==> src/rtl/bird_game_ctrl.sv <==
// Frame-rate Flappy Bird controller: sequences game state, bird physics, pipe
// scrolling/respawn, collision and score once per frame_start pulse.
//
// state   | meaning
// --------+-------------------------------------------------------------
// S_IDLE  | waiting for the first flap, scene at home values
// S_PLAY  | bird under gravity/flap control, pipe scrolling, scoring
// S_DYING | bird hit a pipe, pipe frozen, bird falls to the floor
// S_OVER  | bird on the floor, scene frozen until a flap restarts
module bird_game_ctrl #(
  parameter int SCREEN_W  = 640,
  parameter int SCREEN_H  = 480,
  parameter int BIRD_X    = 160,
  parameter int BIRD_SIZE = 24,
  parameter int GRAVITY   = 1,
  parameter int FLAP_V    = 9,
  parameter int VMAX      = 12,
  parameter int PIPE_W    = 64,
  parameter int GAP_H     = 140,
  parameter int GAP_MIN   = 40,
  parameter int SCROLL    = 2
) (
  input  logic        pix_clk,
  input  logic        pix_rst,
  input  logic        frame_start,
  input  logic        btn_flap,
  output logic [1:0]  game_state,
  output logic [15:0] bird_y,
  output logic [15:0] pipe_x,
  output logic [15:0] gap_y,
  output logic [15:0] score
);

  typedef enum logic [1:0] {S_IDLE = 2'd0, S_PLAY = 2'd1, S_DYING = 2'd2, S_OVER = 2'd3} state_t;

  localparam logic [15:0]        Y_HOME   = 16'((SCREEN_H - BIRD_SIZE) / 2);
  localparam logic [15:0]        Y_FLOOR  = 16'(SCREEN_H - BIRD_SIZE);
  localparam logic [15:0]        X_SPAWN  = 16'(SCREEN_W + PIPE_W);
  localparam logic [15:0]        GAP_HOME = 16'd170;
  localparam logic [15:0]        GAP_BASE = 16'(GAP_MIN);
  localparam logic [15:0]        X_BIRD   = 16'(BIRD_X);
  localparam logic [15:0]        X_HIT_HI = 16'(BIRD_X + BIRD_SIZE + PIPE_W);
  localparam logic [15:0]        STEP     = 16'(SCROLL);
  localparam logic [16:0]        BSZ17    = 17'(BIRD_SIZE);
  localparam logic [16:0]        GAPH17   = 17'(GAP_H);
  localparam logic signed [16:0] FLOOR_S  = 17'(SCREEN_H - BIRD_SIZE);
  localparam logic signed [7:0]  V_FLAP   = 8'(-FLAP_V);
  localparam logic signed [7:0]  V_MAX    = 8'(VMAX);
  localparam logic signed [7:0]  V_GRAV   = 8'(GRAVITY);

  state_t             state_q, state_d;
  logic signed [7:0]  vel_q, vel_d;
  logic [15:0]        bird_y_q, bird_y_d, pipe_x_q, pipe_x_d;
  logic [15:0]        gap_y_q, gap_y_d, score_q, score_d;
  logic [7:0]         lfsr_q;
  logic               flap_pending_q, btn_d_q;

  logic               flap_edge, flap;
  logic signed [7:0]  vel_fall, vel_play;
  logic signed [16:0] y_play, y_fall;
  logic [15:0]        pipe_move, gap_move, bird_play;
  logic               hit_x, hit_y;

  assign flap_edge = btn_flap & ~btn_d_q;
  // an edge in the frame_start cycle itself still counts for this frame
  assign flap      = flap_pending_q | flap_edge;

  assign vel_fall  = (vel_q >= V_MAX) ? V_MAX : vel_q + V_GRAV;
  assign vel_play  = flap ? V_FLAP : vel_fall;
  assign y_play    = $signed({1'b0, bird_y_q}) + $signed({{9{vel_play[7]}}, vel_play});
  assign y_fall    = $signed({1'b0, bird_y_q}) + $signed({{9{vel_fall[7]}}, vel_fall});

  assign pipe_move = (pipe_x_q <= STEP) ? X_SPAWN : pipe_x_q - STEP;
  assign gap_move  = (pipe_x_q <= STEP) ? GAP_BASE + {8'd0, lfsr_q} : gap_y_q;
  assign bird_play = y_play[16] ? 16'd0 : y_play[15:0];

  // overlap test rearranged as pipe_x < BIRD_X+BIRD_SIZE+PIPE_W to avoid underflow
  assign hit_x = (pipe_move > X_BIRD) && (pipe_move < X_HIT_HI);
  assign hit_y = (bird_play < gap_move) ||
                 (({1'b0, bird_play} + BSZ17) > ({1'b0, gap_move} + GAPH17));

  always_comb begin
    state_d  = state_q;
    vel_d    = vel_q;
    bird_y_d = bird_y_q;
    pipe_x_d = pipe_x_q;
    gap_y_d  = gap_y_q;
    score_d  = score_q;
    if (frame_start) begin
      case (state_q)
        S_IDLE: begin
          if (flap) begin
            state_d = S_PLAY;
            vel_d   = V_FLAP;
          end
        end
        S_PLAY: begin
          pipe_x_d = pipe_move;
          gap_y_d  = gap_move;
          if (pipe_x_q > X_BIRD && pipe_move <= X_BIRD && score_q != 16'hFFFF)
            score_d = score_q + 16'd1;
          if (y_play >= FLOOR_S) begin
            bird_y_d = Y_FLOOR;
            vel_d    = vel_play;
            state_d  = S_OVER;
          end else begin
            bird_y_d = bird_play;
            vel_d    = y_play[16] ? 8'sd0 : vel_play;
            if (hit_x && hit_y)
              state_d = S_DYING;
          end
        end
        S_DYING: begin
          vel_d = vel_fall;
          if (y_fall >= FLOOR_S) begin
            bird_y_d = Y_FLOOR;
            state_d  = S_OVER;
          end else begin
            bird_y_d = y_fall[16] ? 16'd0 : y_fall[15:0];
          end
        end
        S_OVER: begin
          if (flap) begin
            state_d  = S_IDLE;
            vel_d    = 8'sd0;
            bird_y_d = Y_HOME;
            pipe_x_d = X_SPAWN;
            gap_y_d  = GAP_HOME;
            score_d  = 16'd0;
          end
        end
        default: state_d = S_IDLE;
      endcase
    end
  end

  always_ff @(posedge pix_clk or posedge pix_rst) begin
    if (pix_rst) begin
      state_q        <= S_IDLE;
      vel_q          <= 8'sd0;
      bird_y_q       <= Y_HOME;
      pipe_x_q       <= X_SPAWN;
      gap_y_q        <= GAP_HOME;
      score_q        <= 16'd0;
      lfsr_q         <= 8'hA5;
      flap_pending_q <= 1'b0;
      btn_d_q        <= 1'b0;
    end else begin
      state_q        <= state_d;
      vel_q          <= vel_d;
      bird_y_q       <= bird_y_d;
      pipe_x_q       <= pipe_x_d;
      gap_y_q        <= gap_y_d;
      score_q        <= score_d;
      lfsr_q         <= {lfsr_q[6:0], lfsr_q[7] ^ lfsr_q[5] ^ lfsr_q[4] ^ lfsr_q[3]};
      flap_pending_q <= frame_start ? 1'b0 : (flap_pending_q | flap_edge);
      btn_d_q        <= btn_flap;
    end
  end

  assign game_state = state_q;
  assign bird_y     = bird_y_q;
  assign pipe_x     = pipe_x_q;
  assign gap_y      = gap_y_q;
  assign score      = score_q;

endmodule

==> config.mk <==
export PLATFORM = sky130hd
export DESIGN_NAME = bird_game_ctrl
export DESIGN_NICKNAME = d
export VERILOG_FILES = /design/src/rtl/bird_game_ctrl.sv
export SDC_FILE = /design/constraint.sdc
export NUM_CORES = 1
export LEC_CHECK = 0
export BUFFER_PORTS_ARGS = -buffer_cell sky130_fd_sc_hd__buf_2
export CORE_UTILIZATION = 40
export DETAILED_ROUTE_END_ITERATION = 16
export SKIP_LAST_GASP = 1
export SLEW_MARGIN = 10
export SYNTH_ARGS = -nofsm -noshare
export SYNTH_HDL_FRONTEND = slang
export SYNTH_SLANG_ARGS = --single-unit
==> constraint.sdc <==
create_clock -name pix_clk -period 7.25 [get_ports pix_clk]
set_input_delay 1.45 -clock pix_clk [delete_from_list [all_inputs] [get_ports pix_clk]]
set_output_delay 1.45 -clock pix_clk [all_outputs]
set_load 0.05 [all_outputs]
==> impl_metrics.json, run 1 <==
{
  "status": "finished, final reports clean",
  "worst_slew_pin_slew_ps": 934,
  "coreArea_um2": 20200,
  "worst_ep_arrival_time_ps": 7080,
  "crit_fanout": 4,
  "worst_setup_path_end_kind": "flip-flop",
  "slowest_stage": "a311oi_2",
  "cpMostUsedCell": "ha_1",
  "netlist_top_cells_area": "dfrtp_1, ha_1, dfstp_2",
  "wl_per_cell_um": 17.1,
  "muxShareOfSynthArea_pct": 2.25,
  "cts.path.max_buffers": 2,
  "synth_top_family_by_area": "compound AO/OA/AOI/OAI gates",
  "synth_compound_area_share_pct": 26.4,
  "cp-start-kind": "input pin",
  "fin_skew_ps": 13.1,
  "grt_overflow": 0,
  "synth_fa_ha_area_share_pct": 12.1,
  "leakagePower_nw": 4.28,
  "ys_seq_area_share_pct": 25.6,
  "maxCapViolCount": 0,
  "initial_utilization_pct": 40.9,
  "final_cell_mix": "nor2_1, nand2_1, ha_1, o21ai_0",
  "finalSetupViolCount": 0,
  "antenna_found_initial": 0,
  "powerDensity_nw_per_um2": 508,
  "die-area_um2": 21300,
  "crit_family": "compound AO/OA/AOI/OAI gates",
  "finalHoldViolCount": 0,
  "cts_buffers": 9,
  "max_freq_ghz": 0.146,
  "io_pins": 70,
  "synth_xor_area_share_pct": 4.64,
  "netlist.top_cell.by_area": "dfrtp_1",
  "tns_ps": 0,
  "cts_root_buf": "clkbuf_16",
  "numClockSinks": 84,
  "relSlewSlack_pct": 37.0,
  "p_total_w": 0.00483,
  "track_usage_pct": 22.6,
  "grt_pass1_wl_um": 39500,
  "firstDrtPassIters": 5,
  "rows": 52,
  "syn_area_um2": 8280,
  "synth-simple-area-share_pct": 24.8,
  "ys.flop_type": "dfrtp_1",
  "drtIter0Drc": 418,
  "slowest_delay_ps": 450,
  "drc": 0,
  "synth_edf_count": 0,
  "yosysWarnings": 0,
  "place_ws_ps": -265,
  "routed_wl_um": 23400,
  "portBuffers": 69,
  "grt_start_max_net_pins": 49,
  "fin_crit_sh_pct": 94.5,
  "avgSynthCellArea_um2": 8.21,
  "synth_top_area_share_pct": 20.9,
  "syn_inst": 1008,
  "dp_hpwl_um": 18000,
  "clk_pin_slew_ps": 70,
  "fin_ws_ps": 399,
  "place_area_um2": 9120,
  "clock_latency_ps": 350,
  "ant_nets": 0,
  "synth.distinct_cells": 96,
  "final_area_um2": 9500,
  "fin_nets": 1173,
  "vias_per_cell": 5.84,
  "antenna_cells": 0,
  "async_reset_ff_share_pct": 100,
  "layout_commonest_cell": "nor2_1",
  "die_y_um": 146,
  "syn_nets": 1089,
  "hp-class": "flip-flop to flip-flop",
  "fp.dieW_um": 146,
  "critPathKind": "input pin to flip-flop",
  "ir_worst_vdd_uv": 265,
  "grt_pass1_vias": 7682,
  "cts_tree": "yes",
  "htreeDepth": 3,
  "ys_seq_elements": 84,
  "path_buf_inv": 3,
  "syn2layout_area_growth_pct": 14.8,
  "drive_gt1_share_pct": 18.5,
  "gp_congestion": 0.930,
  "routed-via-count": 7979,
  "finalCriticalPeriod_ps": 6850,
  "cp_data_required_time_ps": 7480,
  "fin_util_pct": 46.9,
  "final_max_slew_viol_count": 0
}
-- worst reg2reg max path, delay by kind of cell, from the launching register on --
kind                       cells  cell delay (ps)
AOI/OAI and AO/OA             11             2480
xor gates and xnor gates       1              190
adders and majority gates      4             1160
buffers and inverters          2              130
DFF                            1              480
muxes                          1              340
and+or+nand+nor               11             1800
-- report_power, final --
group	switching, W	internal [W]
Clock	0.000201	0.000268
Sequential	0.000221	0.000613
Combinational	0.00223	0.00129
-- repair_timing --
action,4_1_cts,5_1_grt
setup buffers,0,2
hold buffers,0,0
setup endpoints to repair,0,2
gates resized for setup,0,19
endpoints found under the hold margin,0,0
-- cells by family (layout without fill, tap and decap cells) --
family	Yosys count	count (layout)
flops	84	84
fa+ha+maj	79	79
mux	18	18
compound gates	314	314
simple gates	387	387
buf+inv	83	172
xor+xnor	43	43
-- flip-flops by register name, summed over array words and instances, names as in the netlist --
register	cells
bird_y	16
game_state	2
vel_q	8
btn_d_q	1
flap_pending_q	1
score	16
gap_y	16
pipe_x	16
lfsr_q	8
-- synth_stat cells, drive strengths merged, types with 20 or more instances --
library cell  instances
nand4                27
nand3                24
ha                   75
clkbuf               29
nand2                80
o21ai                76
nand2b               20
a21o                 21
inv                  44
dfrtp                69
xor2                 26
a21oi                62
nor3                 31
nor2                 97
-- layout make-up --
cell class                 instances  area (µm²)
fill                            1990       10700
inverter                          44         169
multi-input combinational        841        5900
clock buffer                      10         229
clock inverter                     6        62.6
tap                              270         338
sequential                        84        2120
timing repair buffer             112         681
-- routing by layer --
layer / vias up / global-route usage [%] / wire (µm)
li1: 3972 / - / -
met1: 3775 / 31.5 / 11300
met2: 192 / 35.5 / 10500
met3: 40 / 3.13 / 976
met4: 0 / 8.00 / 609
met5: - / 0 / 0
-- per-stage QoR --
step / hold WS (ps) / cells
after floorplan: 354 / 1008
after global placement: 360 / 1349
after global routing: 400 / 1367
final: 380 / 1367
after CTS: 379 / 1365
after detailed placement: 364 / 1349
-- path summary, 6_finish.rpt --
check	startpoint	slack, ps	depth (start not counted)	end
worst min register to register	lfsr_q[1]$_DFF_PP0_	380	0	lfsr_q[2]$_DFF_PP1_
max in group asynchronous	pix_rst	4990	3	gap_y[6]$_DFFE_PP0P_
worst max register to register	vel_q[2]$_DFFE_PP0P_	570	30	game_state[1]$_DFFE_PP0P_
worst max-delay path	btn_flap	400	31	game_state[1]$_DFFE_PP0P_
min in group asynchronous	pix_rst	1170	2	score[4]$_DFFE_PP0P_
worst min-delay path	lfsr_q[1]$_DFF_PP0_	380	0	lfsr_q[2]$_DFF_PP1_
(Power assumes the default switching activity.)
==> inputs of run 2 (changes only) <==
GPL_ROUTABILITY_DRIVEN = 0   (was unset)
PLACE_DENSITY = 0.57   (was unset)
==> run 2 against run 1 <==
Net effect:
- register-to-register slack improved by 90 ps
- fmax is 0.93% higher
- final cell count grew 0.44%
- worst hold slack improved by 1.3 ps
- design area up 0.40%
- first-iteration DRC count is 1.2% lower
- sequential cell count unchanged
- non-clock buffer count increased by 6
- combinational power hardly changed
- total power hardly changed
- critical endpoint unchanged
- highest routed layer unchanged
==> impl_metrics.json, run 2 (synthesis results as in run 1) <==
{
  "ctsHoldBuffers": 0,
  "ant_nets": 0,
  "max_freq_ghz": 0.147,
  "timing.rr.start": "vel_q[2]$_DFFE_PP0P_",
  "routed-via-count": 7938,
  "grt_overflow": 0,
  "relSlewSlack_pct": 37.9,
  "wl_met2_um": 10800,
  "numClockSinks": 84,
  "reg2reg_depth": 29,
  "finalSetupViolCount": 0,
  "finalHoldViolCount": 0,
  "finalCriticalPeriod_ps": 6790,
  "powerDensity_nw_per_um2": 506,
  "slowest_stage": "a311oi_2",
  "status": "finished, final reports clean",
  "cts.path.max_buffers": 2,
  "antenna_found_initial": 0,
  "vias_per_cell": 5.78,
  "drc": 0,
  "clk_pin_slew_ps": 70,
  "portBuffers": 69,
  "die-area_um2": 21300,
  "r2r_end": "game_state[1]$_DFFE_PP0P_",
  "grt_pass1_wl_um": 39800,
  "top_layer_used": "met4",
  "dp_hpwl_um": 18300,
  "fin_skew_ps": 6.94,
  "drtIter0Drc": 413,
  "cts_buffers": 9,
  "slowest_delay_ps": 450,
  "rsz0062_at_grt": "no",
  "htreeDepth": 3,
  "place_area_um2": 9160,
  "rows": 52,
  "min_path_cells": 0,
  "crit_fanout": 8,
  "clock_latency_ps": 350,
  "cp_data_required_time_ps": 7480,
  "cts_root_buf": "clkbuf_16",
  "grt_start_max_net_pins": 56,
  "worst_ep_arrival_time_ps": 7020,
  "routed_wl_um": 23500,
  "grt_pass1_vias": 7596,
  "layout_commonest_cell": "nor2_1",
  "hp-class": "flip-flop to flip-flop",
  "fin_crit_sh_pct": 93.6,
  "place_ws_ps": -214,
  "maxCapViolCount": 0,
  "initial_utilization_pct": 40.9,
  "final_max_slew_viol_count": 0,
  "leakagePower_nw": 4.29,
  "fin_nets": 1179,
  "fin_ws_ps": 462,
  "wl_met1_um": 11400,
  "multi_input_area_um2": 5900,
  "track_usage_pct": 22.8,
  "min_to": "lfsr_q[2]$_DFF_PP1_",
  "fp.dieW_um": 146,
  "worst_slew_pin_slew_ps": 919,
  "ir_worst_vdd_uv": 229,
  "drive_gt1_share_pct": 18.8,
  "final_cell_mix": "nor2_1, nand2_1, ha_1, o21ai_0",
  "wl_per_cell_um": 17.1,
  "hp-start": "lfsr_q[1]$_DFF_PP0_",
  "worst_setup_path_end_kind": "flip-flop",
  "io_pins": 70,
  "nFillCells": 2038,
  "final_area_um2": 9540,
  "regToRegSetupSlack_ps": 660,
  "antenna_cells": 0,
  "syn2layout_area_growth_pct": 15.2,
  "cts_tree": "yes",
  "critPathKind": "input pin to flip-flop",
  "cp-start-kind": "input pin",
  "dr_wl_met3_um": 921,
  "coreArea_um2": 20200,
  "regArea_um2": 2120,
  "firstDrtPassIters": 5,
  "die_y_um": 146
}
[run 2: worst max-delay path, delay by kind of cell]
family                     cells  cell delay [ps]
and+or+nand+nor               11             1830
AOI/OAI and AO/OA              9             1730
adders and majority gates      5             1310
muxes                          1              330
buffers and inverters          3              230
xor gates and xnor gates       1              110
[run 2: cell type report]
type / count / area share [%]
clock buffers: 12 / 2.58
clock inverters: 4 / 0.512
inverters: 44 / 1.77
multi-input cells: 841 / 61.9
flip-flops and latches: 84 / 22.2
well taps: 270 / 3.54
repair buffers: 118 / 7.48
[run 2: worst max-delay path by stage]
| stage | from | endpoint | cells past startpoint | slack, ps |
|---|---|---|---|---|
| after global routing | btn_flap | game_state[1]$_DFFE_PP0P_ | 31 | 40 |
| after detailed placement | btn_flap | game_state[1]$_DFFE_PP0P_ | 30 | -210 |
| final | btn_flap | game_state[1]$_DFFE_PP0P_ | 30 | 460 |
| after floorplan | btn_flap | game_state[1]$_DFFE_PP0P_ | 32 | 1 |
| after CTS | btn_flap | game_state[1]$_DFFE_PP0P_ | 30 | 140 |
| after global placement | btn_flap | game_state[1]$_DFFE_PP0P_ | 30 | 20 |
[run 2: per-layer routing]
layer | vias up | GRT usage (%)
met1 | 3768 | 32.3
li1 | 3986 | -
met3 | 20 | 3.45
met4 | 0 | 6.00
met5 | - | 0
met2 | 164 | 36.1
[run 2: report_power, final]
part	total [W]	switching [W]	internal, W
registers	0.000836	0.000223	0.000613
clock network	0.000473	0.000197	0.000276
logic	0.00352	0.00222	0.00130
total	0.00483	0.00264	0.00219
[run 2: through the flow]
step	hold slack, ps	TNS, ps	util, %	std cells	power, W
global route	398	0	47.1	1373	0.00526
floorplan	354	0	-	1008	0.00336
global placement	358	0	45.3	1356	0.00426
finish	381	0	47.1	1373	0.00483
CTS	381	0	46.7	1372	0.00477
detailed placement	364	-298	45.3	1356	0.00428
[run 2: what timing repair did]
action | CTS | global route
setup buffers | 0 | 1
endpoints found under the setup margin | 0 | 2
resized for setup | 0 | 17
hold endpoints to repair | 0 | 0
